`src/rtl/fir_out_serializer.sv`:
```
// Buffers signed FIR samples in a small FIFO and streams each one to the host
// as two bytes, high byte first, over a valid/ack handshake.
module fir_out_serializer #(
    parameter int DATA_W = 16,
    parameter int DEPTH  = 4
) (
    input  logic              clk,
    input  logic              rst_n,
    input  logic              ena,
    input  logic [DATA_W-1:0] in_data,
    input  logic              in_valid,
    output logic              in_ready,
    output logic [7:0]        out_byte,
    output logic              out_valid,
    input  logic              out_ack,
    output logic              out_hi,
    input  logic              ovf_clr,
    output logic              overflow,
    output logic [3:0]        level
);

    localparam int PTR_W = $clog2(DEPTH);

    typedef enum logic [1:0] {
        IDLE    = 2'd0,
        SEND_HI = 2'd1,
        SEND_LO = 2'd2
    } state_t;

    state_t            state, state_next;
    logic [1:0]        rst_sync;
    logic              rst_int_n;
    logic [15:0]       mem [DEPTH];
    logic [PTR_W-1:0]  wr_ptr, rd_ptr;
    logic [15:0]       hold, hold_next;
    logic [15:0]       in_ext;
    logic [15:0]       head;
    logic              wr_en, drop, pop, empty;
    logic              valid_next, hi_next;
    logic [7:0]        byte_next;

    // Reset asserts asynchronously but is released only on a clock edge.
    always_ff @(posedge clk or negedge rst_n) begin
        if (!rst_n) rst_sync <= 2'b00;
        else        rst_sync <= {rst_sync[0], 1'b1};
    end
    assign rst_int_n = rst_sync[1];

    assign in_ext   = 16'($signed(in_data));
    assign in_ready = (level != 4'(DEPTH));
    assign empty    = (level == 4'd0);
    assign wr_en    = ena && in_valid && in_ready;
    assign drop     = ena && in_valid && !in_ready;
    assign head     = mem[rd_ptr];

    always_ff @(posedge clk) begin
        if (wr_en) mem[wr_ptr] <= in_ext;
    end

    always_comb begin
        state_next = state;
        pop        = 1'b0;
        hold_next  = hold;
        valid_next = out_valid;
        byte_next  = out_byte;
        hi_next    = out_hi;
        if (ena) begin
            case (state)
                IDLE: begin
                    if (!empty) begin
                        state_next = SEND_HI;
                        pop        = 1'b1;
                        hold_next  = head;
                        byte_next  = head[15:8];
                        hi_next    = 1'b1;
                        valid_next = 1'b1;
                    end
                end
                SEND_HI: begin
                    if (out_ack) begin
                        state_next = SEND_LO;
                        byte_next  = hold[7:0];
                        hi_next    = 1'b0;
                    end
                end
                SEND_LO: begin
                    if (out_ack) begin
                        if (!empty) begin
                            state_next = SEND_HI;
                            pop        = 1'b1;
                            hold_next  = head;
                            byte_next  = head[15:8];
                            hi_next    = 1'b1;
                        end else begin
                            state_next = IDLE;
                            valid_next = 1'b0;
                        end
                    end
                end
                default: begin
                    state_next = IDLE;
                    valid_next = 1'b0;
                end
            endcase
        end
    end

    always_ff @(posedge clk or negedge rst_int_n) begin
        if (!rst_int_n) begin
            state     <= IDLE;
            wr_ptr    <= '0;
            rd_ptr    <= '0;
            level     <= 4'd0;
            hold      <= 16'h0000;
            out_valid <= 1'b0;
            out_hi    <= 1'b0;
            out_byte  <= 8'h00;
            overflow  <= 1'b0;
        end else begin
            state     <= state_next;
            hold      <= hold_next;
            out_valid <= valid_next;
            out_hi    <= hi_next;
            out_byte  <= byte_next;
            if (wr_en) wr_ptr <= wr_ptr + 1'b1;
            if (pop)   rd_ptr <= rd_ptr + 1'b1;
            level <= level + {3'b000, wr_en} - {3'b000, pop};
            // A drop in the same cycle as a clear keeps the flag set.
            if (drop)         overflow <= 1'b1;
            else if (ovf_clr) overflow <= 1'b0;
        end
    end

endmodule
```
`config.mk`:
```
export PLATFORM = sky130hd
export DESIGN_NAME = fir_out_serializer
export DESIGN_NICKNAME = d
export VERILOG_FILES = /design/src/rtl/fir_out_serializer.sv
export SDC_FILE = /design/constraint.sdc
export NUM_CORES = 1
export LEC_CHECK = 0
export CAP_MARGIN = 20
export CORE_MARGIN = 2
export CORE_UTILIZATION = 35
export DETAILED_ROUTE_END_ITERATION = 7
export PLACE_DENSITY = 0.53
export SLEW_MARGIN = 40
export SYNTH_ARGS = -nofsm -noshare
export SYNTH_HDL_FRONTEND = slang
export SYNTH_SLANG_ARGS = --single-unit
```
`constraint.sdc`:
```
create_clock -name clk -period 1.9 [get_ports clk]
set_clock_uncertainty 0.2 [all_clocks]
set_input_delay 0.475 -clock clk [delete_from_list [all_inputs] [get_ports clk]]
set_output_delay 0.475 -clock clk [all_outputs]
set_load 0.1 [all_outputs]
```
=== Word level (Yosys, flattened, before mapping) ===
Memory sizes are Yosys's and may differ from the RTL's.
Index checks and enable logic that the tools add are counted.

* Flip-flop bits (word level): 39
* Bits in writable memories: 64
* Bits of input ports: 22
* Output and inout port bits: 16
* Logic and storage cells: 64
* Memories kept: 1

{| class="wikitable"
|+ Memories
! memory !! words !! width !! read ports !! clocked after memory_dff !! write ports !! RTL line !! text
|-
| mem || 4 || 16 || 1 || 0 || 1 || 33 || <nowiki>logic [15:0] mem [DEPTH];</nowiki>
|}

* Add/sub/neg operators: 4
* Equal/unequal tests: 7
* Muxes and demuxes: 28
* Bitwise operators: 1
* Reductions and logical operators: 13

{| class="wikitable"
|+ Operators with widths
! kind !! count
|-
| two-way mux 16 bit || 2
|-
| one-hot mux 16 bit (2 select lines) || 1
|-
| two-way mux 8 bit || 3
|-
| one-hot mux 8 bit (3 select lines) || 1
|-
| two-way mux 1 bit || 14
|-
| inequality test 2 bit (second input constant) || 4
|-
| AND reduction 4 bit || 2
|-
| two-way mux 2 bit || 3
|-
| one-hot mux 1 bit (3 select lines) || 2
|-
| one-hot mux 2 bit (3 select lines) || 1
|-
| AND reduction 5 bit || 1
|-
| adder 2 x 1 -> 2 bit (second input constant) || 2
|-
| adder 4 x 1 -> 4 bit || 1
|-
| zero test 4 bit || 1
|-
| inequality test 4 x 3 -> 1 bit (second input constant) || 1
|-
| nonzero test 2 bit || 2
|-
| subtractor 4 x 1 -> 4 bit || 1
|-
| logical AND 1 bit || 3
|-
| AND reduction 3 bit || 1
|-
| nonzero test 3 bit || 1
|-
| == test 2 x 1 -> 1 bit (second input constant) || 1
|-
| == test 2 bit (second input constant) || 1
|-
| zero test 2 bit || 1
|-
| one-hot mux 1 bit (2 select lines) || 1
|-
| other kinds (2) || 2
|}

=== Logic depth before layout (Yosys ltp) ===
* Depth after elaboration: 6
* Mapped depth: 10
* Gate-level depth less buffers: 10

=== Worst setup path before layout ===
Ideal clock, no wire load.

* Path type: reg2reg
* From: register level[1]
* To: register level[1]
* Setup time: 114 ps
* Arrival: 2874 ps
* Data required time: 1586 ps
* Setup slack: -1289 ps
* Stages on the path, launching flop included: 10
* Path buffers: 1
* Clock period less this slack: 3189 ps
* Cell sequence: dfrtp_1 > nor2_1 > a2111oi_4 > buf_6 > ha_1 > inv_1 > ha_1 > inv_1 > fa_1 > inv_1

* Cells in the longest elaborated chain, start to end: 6
* Elaborated cells between the ends (all ways): 9
* Those cells by class: add/sub (2); eq/ne (1); mux (4); reduce/logical (2)

{| class="wikitable"
|+ RTL lines
! item !! RTL line !! text
|-
| start, declared || 19 || <nowiki>output logic [3:0] level</nowiki>
|-
| start signal, assigned || 127 || <nowiki>level <= level + {3'b000, wr_en} - {3'b000, pop};</nowiki>
|-
| zero test 4 bit * || 51 || <nowiki>assign empty = (level == 4'd0);</nowiki>
|-
| two-way mux 1 bit * || 70, 88 ||
|-
| two-way mux 1 bit || 87 || <nowiki>if (out_ack) begin</nowiki>
|-
| one-hot mux 1 bit (2 select lines) * || 68 || <nowiki>case (state)</nowiki>
|-
| two-way mux 1 bit * || 67 || <nowiki>if (ena) begin</nowiki>
|-
| named net pop || 38 || <nowiki>logic wr_en, drop, pop, empty;</nowiki>
|-
| subtractor 4 x 1 -> 4 bit * || 127 ||
|}

Mark *: on every way through the listed nets, which the timed path passes. The rest lies on a longest branch.
A chain may end at the register's enable or synchronous reset.

=== Worst setup path after layout ===
* From: register level[2]
* To: register level[1]

* Cells in the longest elaborated chain, start to end: 6
* Elaborated cells between the ends (all ways): 9
* Those cells by class: add/sub (2); eq/ne (1); mux (4); reduce/logical (2)

{| class="wikitable"
|+ RTL lines
! item !! RTL line
|-
| branches (longest 5 deep; another with adder 4 x 1 -> 4 bit) || n/a
|-
| subtractor 4 x 1 -> 4 bit * || 127
|}

Mark *: on every way between the ends.

==> impl_metrics.yaml <==
final_layout:
  nNetsFinal: 361
  finalInstanceArea_sq_um: 5450
  final_cells: 473
  area_delta_synth_final_pct: 38.8
  num_antenna_cells: 0
  layout_common_cells: "edfxtp_1, buf_4, dfrtp_1, buf_12, clkdlybuf4s50_1"
  mostFrequentLayoutCell: "edfxtp_1"
  layout-drive-gt1-share_pct: 40.5
power_and_ir_drop:
  p_sw_uw: 3610
  vdd_drop_max_v: 0.00116
  p_sw_share_pct: 40.0
  power_leakage_uw: 0.00210
  seq_power_share_pct: 33.3
  power.density_nw_per_um2: 1650
  internal_power_uw: 5400
  combPwrFrac_pct: 52.7
  clkPwrFrac_pct: 14.0
placement:
  port-buffer-count: 37
  dpl.hpwl_microns: 5120
  finalWeightedCongestion: 0.723
  place_area_sq_um: 4990
  dp_slack_ns: -0.903
  dpl.cell_count: 444
worst_setup_path:
  worstSetupStartpointType: "flop"
  reg2reg_setup_slack_ns: -0.43
  r2r_end: "level[1]$_DFF_PN0_"
  cp-end-kind: "flop"
  r2r_start: "level[2]$_DFF_PN0_"
  reg2reg_depth: 9
  worst-setup-path-type: "flop to flop"
  crit_chain: "inv_4 -> ha_4 -> a2111oi_4 -> ha_4 -> inv_2 -> ha_4 -> inv_2 -> fa_2 -> inv_1"
  critPathArrivalTime_ns: 2.39
  slowest_stage: "fa_2"
  max_stage_delay_ns: 0.50
  worstPathMaxFanout: 3
  critPathRequiredTime_ns: 1.97
  cpMostUsedCell: "ha_4"
synthesis:
  synth_compound_area_share_pct: 5.67
  synthSimpleGateAreaFrac_pct: 5.83
  yosys.area_share.xor_xnor_pct: 1.12
  synthMuxAreaShare_pct: 11.3
  syn_avg_cell_area_sq_um: 16.2
  syn_inst: 242
  synth_area_sq_um: 3930
  yosys_warnings: 0
  synthAdderAreaFrac_pct: 3.70
  ys_ff_latch: 95
  yosysUniqueCellTypes: 36
  ys_seq_area_share_pct: 68.7
  synth_top_family_by_area: "multiplexers"
  synthesis.nets: 275
route:
  drc: 0
  firstDrtPassIters: 6
  wl_per_cell_microns: 16.5
  antenna_left: 0
  viasPerCell: 4.73
  via_count: 2235
  wl_microns: 7810
  drt_iter0_drc: 54
timing:
  fin_crit_ns: 2.33
  setup_viol: 85
  rsz0062_at_grt: "true"
  clock.fmax_mhz: 430
  fin_crit_sh_pct: 122
  final-hold-violation-count: 0
  hold_slack_ns: 0.0621
  maxSlewViolCount: 0
  worst_slack_ns: -0.427
global_route:
  grt_pass1_wl_microns: 12500
  grt_max_degree: 30
  first_global_vias: 2350
  grt.total_usage_pct: 14.4
  grt-ovfl-total: 0
  antenna_found_initial: 0
cts:
  clk_path_buf_depth: 2
  cts-htree-levels: 3
  path_clk_slew_ns: 0.10
  root_buffer: "clkbuf_8"
  cts_buffers: 9
  clk_latency_ns: 0.36
  cts_tree: "yes"
  hold_buffers: 0
  clock_sinks: 95
floorplanning:
  rows: 38
  io_pins: 38
  core_area_sq_um: 10900
  die-area_sq_um: 12100
  die-height_microns: 110
  die_w_microns: 110
  start_util_pct: 36.1
hold_path:
  hp-class: "input port to asynchronous set/reset pin"
status:
  violations: "negative setup slack"
  status: "finished with violations"
job:
  cap_violations: 0
-- how the worst max path moves through the flow --
| stage | start | to | slack (ns) |
|---|---|---|---|
| after floorplan | level[2]$_DFF_PN0_ | level[1]$_DFF_PN0_ | -0.79 |
| after global placement | out_ack | level[1]$_DFF_PN0_ | -0.90 |
| after detailed placement | out_ack | level[1]$_DFF_PN0_ | -0.90 |
| after CTS | level[2]$_DFF_PN0_ | level[1]$_DFF_PN0_ | -0.47 |
| after global routing | level[2]$_DFF_PN0_ | level[1]$_DFF_PN0_ | -0.49 |
| final | level[2]$_DFF_PN0_ | level[1]$_DFF_PN0_ | -0.43 |
-- flip-flops by register name (all words and copies together) (netlist names) --
name	flops
hold	8
state	2
level	4
rst_sync	2
mem	64
rd_ptr	2
out_byte	8
out_hi	1
out_valid	1
overflow	1
wr_ptr	2
-- synth_stat cells (all sizes together) --
master | count | area [sq um]
o22ai | 1 | 6.26
a32o | 1 | 10.0
a21boi | 1 | 7.51
fa | 1 | 20.0
dfrtp | 31 | 776
ha | 10 | 125
mux4 | 8 | 180
nor2 | 5 | 18.8
nor2b | 2 | 20.0
xor2 | 2 | 17.5
nor3 | 8 | 40.0
nand2 | 12 | 45.0
edfxtp | 64 | 1920
a21oi | 6 | 30.0
buf | 12 | 91.3
conb | 1 | 3.75
nor3b | 8 | 60.1
mux2i | 17 | 170
o211ai | 1 | 12.5
mux2 | 8 | 93.8
or2 | 1 | 6.26
o21ai | 10 | 53.8
xnor2 | 3 | 26.3
a2111oi | 1 | 27.5
a211oi | 8 | 60.1
a21o | 2 | 15.0
and2 | 4 | 25.0
or4b | 1 | 13.8
inv | 13 | 48.8
-- stage by stage --
step	util (%)	total power, uW	setup TNS, ns
floorplan	-	5840	-18.47
global placement	45.9	7410	-32.23
detailed placement	45.9	7460	-34.30
CTS	48.9	9020	-5.25
global route	50.1	9540	-17.31
finish	50.1	9010	-11.85
-- power by group through the flow --
stage	clock network [uW]	registers, uW	logic, uW
floorplan	0	4020	1820
global placement	0	3030	4380
detailed placement	0	3040	4410
CTS	1300	3000	4710
global route	1400	3060	5080
finish	1260	3000	4740
-- repair_timing --
item / 4_1_cts / 5_1_grt
setup endpoints to repair: 87 / 89
gates cloned: 2 / 3
resized for setup: 29 / 13
pin swaps: 5 / 12
buffers inserted: 6 / 3
-- critical path, delay by kind of cell, from the launching register on --
family | cells | cell delay [ns]
fa+ha+maj | 4 | 1.04
flops | 1 | 0.45
compound gates | 1 | 0.38
buf+inv | 4 | 0.16
-- per-layer routing --
layer	up-vias	global-route usage, %	part of all wire [%]
met5	-	0	0
met4	0	3.53	0.97
met3	9	3.68	5.2
met2	46	23.5	49
met1	1113	19.2	44
li1	1067	-	-
-- layout make-up --
cell class / instances / area (sq um)
multi-input combinational: 122 / 1220
inverter: 13 / 53.8
sequential: 95 / 2710
clock inverter: 7 / 65.1
timing repair buffer: 87 / 1100
tap: 140 / 175
clock buffer: 9 / 124
fill: 934 / 5440
-- cell families after synthesis --
logic type | count (synthesis)
AND/OR/NAND/NOR | 41
multiplexers | 33
AO/OA/AOI/OAI | 31
other | 1
adder cells (fa/ha/maj) | 11
flip-flops | 95
XOR/XNOR | 5
buffers and inverters | 25
Power figures use the tool's default switching activity.
